$ cat src/rtl/mips_bus_arbiter_if.sv
// Avalon-MM port bundle, used for the two requester ports and the shared downstream port.
// The master modport drives the request; the slave modport answers with waitrequest/readdata.
interface mips_bus_arbiter_if #(
    parameter int ADDR_W = 32,
    parameter int DATA_W = 32
);
    logic [ADDR_W-1:0]   address;
    logic                read;
    logic                write;
    logic [DATA_W-1:0]   writedata;
    logic [DATA_W/8-1:0] byteenable;
    logic                waitrequest;
    logic [DATA_W-1:0]   readdata;

    modport master (
        output address, read, write, writedata, byteenable,
        input  waitrequest, readdata
    );

    modport slave (
        input  address, read, write, writedata, byteenable,
        output waitrequest, readdata
    );
endinterface

$ cat src/rtl/mips_bus_arbiter.sv
// Two-master round-robin arbiter for one Avalon-MM slave port.
// Whole transactions are granted; the data path is combinational from the owner state.
module mips_bus_arbiter #(
    parameter int ADDR_W = 32,
    parameter int DATA_W = 32
) (
    input  logic               clk,
    input  logic               reset,
    mips_bus_arbiter_if.slave  m0,
    mips_bus_arbiter_if.slave  m1,
    mips_bus_arbiter_if.master mem,
    output logic [1:0]         grant
);
    typedef enum logic [1:0] {IDLE, OWN0, OWN1} state_t;

    state_t state;
    logic   last;
    logic   req0;
    logic   req1;

    assign req0 = m0.read | m0.write;
    assign req1 = m1.read | m1.write;

    // grant is registered alongside state so it always matches the current owner.
    always_ff @(posedge clk) begin
        // NOTE: sequential state uses non-blocking assignments so every register samples pre-edge values.
        if (reset) begin
            state <= IDLE;
            last  <= 1'b1;
            grant <= 2'b00;
        end else begin
            case (state)
                IDLE: begin
                    if (req0 && (!req1 || last)) begin
                        state <= OWN0;
                        grant <= 2'b01;
                    end else if (req1) begin
                        state <= OWN1;
                        grant <= 2'b10;
                    end
                end
                OWN0: begin
                    if (!req0) begin
                        state <= IDLE;
                        grant <= 2'b00;
                    end else if (!mem.waitrequest) begin
                        last <= 1'b0;
                        if (req1) begin
                            state <= OWN1;
                            grant <= 2'b10;
                        end else begin
                            state <= IDLE;
                            grant <= 2'b00;
                        end
                    end
                end
                OWN1: begin
                    if (!req1) begin
                        state <= IDLE;
                        grant <= 2'b00;
                    end else if (!mem.waitrequest) begin
                        last <= 1'b1;
                        if (req0) begin
                            state <= OWN0;
                            grant <= 2'b01;
                        end else begin
                            state <= IDLE;
                            grant <= 2'b00;
                        end
                    end
                end
                default: begin
                    state <= IDLE;
                    grant <= 2'b00;
                end
            endcase
        end
    end

    always_comb begin
        // NOTE: every output gets a default first so no path through the case infers a latch.
        mem.address    = {ADDR_W{1'b0}};
        mem.read       = 1'b0;
        mem.write      = 1'b0;
        mem.writedata  = {DATA_W{1'b0}};
        mem.byteenable = {(DATA_W/8){1'b0}};
        m0.waitrequest = 1'b1;
        m0.readdata    = {DATA_W{1'b0}};
        m1.waitrequest = 1'b1;
        m1.readdata    = {DATA_W{1'b0}};
        case (state)
            OWN0: begin
                mem.address    = m0.address;
                mem.read       = m0.read;
                mem.write      = m0.write;
                mem.writedata  = m0.writedata;
                mem.byteenable = m0.byteenable;
                m0.waitrequest = mem.waitrequest;
                m0.readdata    = mem.readdata;
            end
            OWN1: begin
                mem.address    = m1.address;
                mem.read       = m1.read;
                mem.write      = m1.write;
                mem.writedata  = m1.writedata;
                mem.byteenable = m1.byteenable;
                m1.waitrequest = mem.waitrequest;
                m1.readdata    = mem.readdata;
            end
            default: ;
        endcase
    end
endmodule

$ cat src/flat_wrapper.sv
// flat-port wrapper written by rule: the top's interface ports become plain ports
module mips_bus_arbiter_flat 
#(
    parameter int ADDR_W = 32,
    parameter int DATA_W = 32
)
  (clk, reset, grant, m0_address, m0_read, m0_write, m0_writedata, m0_byteenable, m0_waitrequest, m0_readdata, m1_address, m1_read, m1_write, m1_writedata, m1_byteenable, m1_waitrequest, m1_readdata, mem_address, mem_read, mem_write, mem_writedata, mem_byteenable, mem_waitrequest, mem_readdata);
  mips_bus_arbiter_if #(.ADDR_W(ADDR_W), .DATA_W(DATA_W)) m0_i ();
  mips_bus_arbiter_if #(.ADDR_W(ADDR_W), .DATA_W(DATA_W)) m1_i ();
  mips_bus_arbiter_if #(.ADDR_W(ADDR_W), .DATA_W(DATA_W)) mem_i ();
  input  logic clk;
  input  logic reset;
  output logic [1:0] grant;
  input wire logic [$bits(m0_i.address)-1:0] m0_address;
  input wire logic [$bits(m0_i.read)-1:0] m0_read;
  input wire logic [$bits(m0_i.write)-1:0] m0_write;
  input wire logic [$bits(m0_i.writedata)-1:0] m0_writedata;
  input wire logic [$bits(m0_i.byteenable)-1:0] m0_byteenable;
  output wire logic [$bits(m0_i.waitrequest)-1:0] m0_waitrequest;
  output wire logic [$bits(m0_i.readdata)-1:0] m0_readdata;
  input wire logic [$bits(m1_i.address)-1:0] m1_address;
  input wire logic [$bits(m1_i.read)-1:0] m1_read;
  input wire logic [$bits(m1_i.write)-1:0] m1_write;
  input wire logic [$bits(m1_i.writedata)-1:0] m1_writedata;
  input wire logic [$bits(m1_i.byteenable)-1:0] m1_byteenable;
  output wire logic [$bits(m1_i.waitrequest)-1:0] m1_waitrequest;
  output wire logic [$bits(m1_i.readdata)-1:0] m1_readdata;
  output wire logic [$bits(mem_i.address)-1:0] mem_address;
  output wire logic [$bits(mem_i.read)-1:0] mem_read;
  output wire logic [$bits(mem_i.write)-1:0] mem_write;
  output wire logic [$bits(mem_i.writedata)-1:0] mem_writedata;
  output wire logic [$bits(mem_i.byteenable)-1:0] mem_byteenable;
  input wire logic [$bits(mem_i.waitrequest)-1:0] mem_waitrequest;
  input wire logic [$bits(mem_i.readdata)-1:0] mem_readdata;
  assign m0_i.address = m0_address;
  assign m0_i.read = m0_read;
  assign m0_i.write = m0_write;
  assign m0_i.writedata = m0_writedata;
  assign m0_i.byteenable = m0_byteenable;
  assign m0_waitrequest = m0_i.waitrequest;
  assign m0_readdata = m0_i.readdata;
  assign m1_i.address = m1_address;
  assign m1_i.read = m1_read;
  assign m1_i.write = m1_write;
  assign m1_i.writedata = m1_writedata;
  assign m1_i.byteenable = m1_byteenable;
  assign m1_waitrequest = m1_i.waitrequest;
  assign m1_readdata = m1_i.readdata;
  assign mem_address = mem_i.address;
  assign mem_read = mem_i.read;
  assign mem_write = mem_i.write;
  assign mem_writedata = mem_i.writedata;
  assign mem_byteenable = mem_i.byteenable;
  assign mem_i.waitrequest = mem_waitrequest;
  assign mem_i.readdata = mem_readdata;
  mips_bus_arbiter #(.ADDR_W(ADDR_W), .DATA_W(DATA_W)) u_core (.clk(clk), .reset(reset), .m0(m0_i), .m1(m1_i), .mem(mem_i), .grant(grant));
endmodule
$ cat config.mk
export PLATFORM = sky130hd
export DESIGN_NAME = mips_bus_arbiter_flat
export DESIGN_NICKNAME = d
export VERILOG_FILES = /design/src/rtl/mips_bus_arbiter_if.sv /design/src/rtl/mips_bus_arbiter.sv /design/src/flat_wrapper.sv
export SDC_FILE = /design/constraint.sdc
export NUM_CORES = 1
export LEC_CHECK = 0
export BUFFER_PORTS_ARGS = -buffer_cell sky130_fd_sc_hd__buf_4
export CAP_MARGIN = 40
export CORE_AREA = 3 3 119 121
export DETAILED_ROUTE_END_ITERATION = 6
export DIE_AREA = 0 0 122 124
export MAX_ROUTING_LAYER = met4
export PLACE_DENSITY = 0.56
export SLEW_MARGIN = 20
export SYNTH_ARGS = -nofsm -noshare
export SYNTH_HDL_FRONTEND = slang
export SYNTH_SLANG_ARGS = --single-unit
$ cat constraint.sdc
create_clock -name clk -period 4.7 [get_ports clk]
set_input_delay 1.41 -clock clk [delete_from_list [all_inputs] [get_ports clk]]
set_output_delay 1.41 -clock clk [all_outputs]
set_load 0.01 [all_outputs]
Yosys cells after proc, flatten, opt, wreduce, memory -nomap -nowiden

Index checks and enable logic that the tools add are counted.

Flip-flop bits (word level): 3
Word-level logic and storage cells: 43

Equality and inequality tests: 9
Muxes and demuxes: 23
Bitwise gates (word level): 2
Reductions and logical operators: 7

Operators by type and width:

| operator                                                              | count |
|---|---|
| 32-bit one-hot mux with 2 select lines                                | 2 |
| 32-bit two-way mux                                                    | 2 |
| 2-bit two-way mux                                                     | 7 |
| 4-bit one-hot mux with 2 select lines                                 | 1 |
| 1-bit two-way mux                                                     | 7 |
| 3-bit != test, second input constant                                  | 2 |
| 1-bit one-hot mux with 2 select lines                                 | 3 |
| 2-bit one-hot mux with 3 select lines                                 | 1 |
| 5-bit AND reduction                                                   | 1 |
| 2-bit by 1-bit != test with 1-bit output, second input constant       | 2 |
| 2-bit != test, second input constant                                  | 2 |
| 3-bit by 1-bit != test with 1-bit output, second input constant       | 1 |
| 3-bit AND reduction                                                   | 1 |
| 2-bit by 1-bit equality test with 1-bit output, second input constant | 1 |
| 2-bit equality test, second input constant                            | 1 |
| 2-bit logical NOT                                                     | 1 |
| 1-bit bitwise OR                                                      | 2 |
| 2-bit nonzero test                                                    | 1 |
| 1-bit logical AND                                                     | 1 |
| 1-bit logical NOT                                                     | 1 |
| 1-bit logical OR                                                      | 1 |

Depth between registers and ports, before layout

Depth after elaboration: 6
Mapped depth: 7

Least setup slack after synthesis

No wires, ideal clock.

Path kind: input to output
Start: input m1_address[0]
End: output mem_address[0]
Arrival time: 1.654 ns
Required time: 3.290 ns
Path slack: 1.636 ns
Cell stages on the path: 2
Path buffers: 0
Cells stage by stage: a22oi_1 -> nor2_1

Cells in the longest elaborated chain, start to end: 1

Ends and longest elaborated chain:

| what                                   | RTL line               | RTL |
|---|---|---|
| start, declared                        | flat_wrapper.sv:21     | `input wire logic [$bits(m1_i.address)-1:0] m1_address;` |
| 32-bit one-hot mux with 2 select lines | mips_bus_arbiter.sv:91 | `case (state)` |
| end, declared                          | flat_wrapper.sv:28     | `output wire logic [$bits(mem_i.address)-1:0] mem_address;` |

Every way passes these cells.

==> results.md <==
* Syn Nets at roughly 450
* Initial antenna violation count at 0
* Post-Synth XOR/XNOR Area at 0%
* Max Clock Freq at 280 MHz
* Status: complete, no violations
* Cells along the critical path: inv_1, ha_1, inv_2, buf_4, nor2_1, buf_4
* Drt wl/cell at between 10 and 15 microns
* Max clock buf depth at 2
* Reg2Reg Depth at 7
* Htree depth at 1
* Register area share after synthesis at 3.74%
* Compound-Gate Fraction of Synth Area at approximately 39%
* Final Cycle Share at 76.1%
* Hold path cells at 2
* Buffers on Ports at 312
* Leak at between 2 and 2.5 nW
* Core box area at 0.0132 sq mm
* Routed vias at 3095
* Final TNS setup at 0 ns
* Final Wtd Congestion at just under 0.8
* TritonCTS clock tree: done
* Max-slew violations at 0
* Critical path class: reg -> out
* Post-layout util at about a third
* # hold bufs at CTS at 0
* Sequential power share at 3.3%
* Syn avg cell area at roughly 6 sq um
* Hold_ws at 0.558 ns
* Area growth syn-to-layout at 161%
* Initial core utilization at between 10% and 20%
* Most used cell, CP: buf_4
* Clk Latency, worst-skew pair at 0.22 ns
* Die area at roughly 0.015 sq mm
* GR Util All Layers at 12.2%
* Total wire length at 10.6 mm
* Crit end category: output port
* Cell variety after synth at 22
* Largest family of logic cells by synthesized area: simple AND/OR/NAND/NOR gates
* CP max-delay cell: dfxtp_1
* Reg2reg setup slack at ~2.6 ns
* Die height at 124 microns
* Top cells by area, synth: a22oi_1 (33%), and2_1 (25%), nor2_1 (17%)
* FF+latch count, synth at 3
* Clock tree skew after final layout at 0.000586 ns
* Mux contribution to synthesized area at 0%
* CP peak stage delay at about 0.47 ns
* R2r endpoint: u_core.grant[0]
* Fill count at 1413
* CP Launch Type: flop
* # DRC at 0
* Final Hold Fails at 0
* Std-Cell Rows at 42
* Int Power at about 0.00078 W
* First DRT Iteration DRCs at 165
* Synth top area share at 32.7%
* Hold wc startpoint: u_core.grant[1]
* Maximum vdd ir drop at 0.141 mV
* Post-Syn Area at around 0.0016 sq mm
* Number of max-cap violations at 0
* Clk slew on worst S/H paths at ~0.03 ns
* Final setup viols at 0
* Power per cell area at ~370 mW/mm^2
* Crit Path Max Fanout at 27
* Die Span X at between 100 and 150 microns
* Switching power at 0.000765 W
* Pin count of the biggest net entering global routing at 68
* CP startpoint: u_core.grant[0]
* Layout cells sized above 1 at between 50% and 60%
* Unrepaired setup endpoints after global routing: no
* First drt pass iteration count at 4
* Hold EP: u_core.grant[1]
* Cts bufs inserted at 3
* Post-DP HPWL at 8.67 mm
* Post-CTS sizing at 0
* Via density at 4.21
* Clock share of power at 8.7%
* Synth Warn # at 0
* Crit path time final at 3.58 ns
* Setup bufs post-CTS at 0
* Synth Instances at 269
* ANT cells at 0
* Number of global-route vias before repair at about 3000
* IO Count at 313
* Sw Share at 49.5%
* CP top delay family: buffers and inverters
* Power share of the combinational group at 88.0%
* WP data arrival at between 2 and 2.5 ns
* Simple-gate share of the synthesized area at 45.7%
* Max-slew headroom at slightly below 50%
* Grt ovf at 0
* First-pass GRT wire length at 14.6 mm
* Detail Route Antenna Nets at 0
* WP buf/inv at 4
* CTS Sinks at 3
* HP Class: reg -> reg
* Worst r2r src: u_core.grant[0]
* Largest area contributor in the netlist: a22oi_1
* Clk root buf: clkbuf_16
* Nets@finish at between 700 and 800
* Adder-Cell Fraction of Synth Area at 3.11%
* CP required at 3.29 ns
* Worst slew pin tran at 0.764 ns
[cells in the mapped netlist]
cell type and count:
o211ai_2 3, nand2b_1 2, inv_2 1, ha_1 4
o21ai_0 2, a311oi_1 1, a22oi_1 70, a21oi_1 1
a311o_1 1, clkbuf_1 21, or3b_1 1, a31oi_1 1
nand2_1 3, dfxtp_1 3, and2_1 64, nor2_1 74
a2111o_1 1, buf_2 10, nand3b_1 2, or2_4 1
inv_1 2, a21oi_2 1
[cell families after synthesis]
group	count (synthesis)
AO/OA/AOI/OAI	81
AND/OR/NAND/NOR	147
buffers and inverters	34
adder cells (fa/ha/maj)	4
flip-flops	3
[tightest hold or removal path: stages (launching register included)]
cell	delay (ns)
dfxtp_1	0.37
nand2_1	0.08
a21oi_1	0.06
[flip-flops by register name (all words and copies together), names as in the netlist]
register,count
u_core.grant,2
u_core.last,1
[routing by layer]
metal	global-route usage, %	share of wire (%)	wire length, microns	vias up
li1	-	-	-	1524
met1	14.0	38	3990	1395
met2	22.5	53	5560	176
met3	2.86	9.7	1020	0
met4	1.33	0	0	0
met5	-	0	0	-
[placed cells by master, fill, tap and decap left out, types with 2 or more instances in the layout]
| cell | netlist | routed |
|---|---|---|
| buf_4 | 0 | 316 |
| nor2_1 | 74 | 74 |
| a22oi_1 | 70 | 70 |
| and2_1 | 64 | 64 |
| o211ai_2 | 3 | 3 |
| nand2_1 | 3 | 3 |
| clkbuf_16 | 0 | 3 |
| dfxtp_1 | 3 | 3 |
| inv_1 | 2 | 2 |
| nand2b_1 | 2 | 2 |
| nand3b_1 | 2 | 2 |
| o21ai_0 | 2 | 2 |
| ha_1 | 4 | 2 |
| ha_4 | 0 | 2 |
[how the worst max path moves through the flow]
stage,to,cells after the start,slack [ns]
6_report,mem_writedata[5],6,1.12
5_1_grt,mem_writedata[5],6,0.91
4_1_cts,mem_address[23],6,1.08
3_5_place_dp,mem_address[23],6,1.32
3_3_place_gp,mem_address[1],4,1.34
2_1_floorplan,mem_address[0],2,1.64
[layout make-up]
cell class                 instances  area, sq um  share of cell area, %
clock buffer                       4         78.8                   1.88
timing repair buffer             317         2390                   57.0
inverter                           3         11.3                  0.268
tap                              176          220                   5.25
multi-input combinational        232         1430                   34.1
sequential                         3         60.1                   1.43
[per-stage QoR]
step | setup WS [ns] | cells | total power [W] | cell area (sq um)
after CTS | 1.08 | 735 | 0.00157 | 4200
final | 1.12 | 735 | 0.00155 | 4200
after global routing | 0.914 | 735 | 0.00168 | 4200
after detailed placement | 1.32 | 731 | 0.00142 | 4120
after floorplan | 1.64 | 269 | 0.000778 | 1610
after global placement | 1.34 | 730 | 0.00140 | 4100
[power groups by stage]
stage	sequential, W	clock (W)	combinational [W]
finish	0.0000510	0.000135	0.00136
global route	0.0000544	0.000142	0.00149
CTS	0.0000523	0.000139	0.00138
detailed placement	0.0000525	0	0.00137
global placement	0.0000506	0	0.00134
floorplan	0.0000472	0	0.000731
Note: power is estimated with default switching activity, not from simulation.
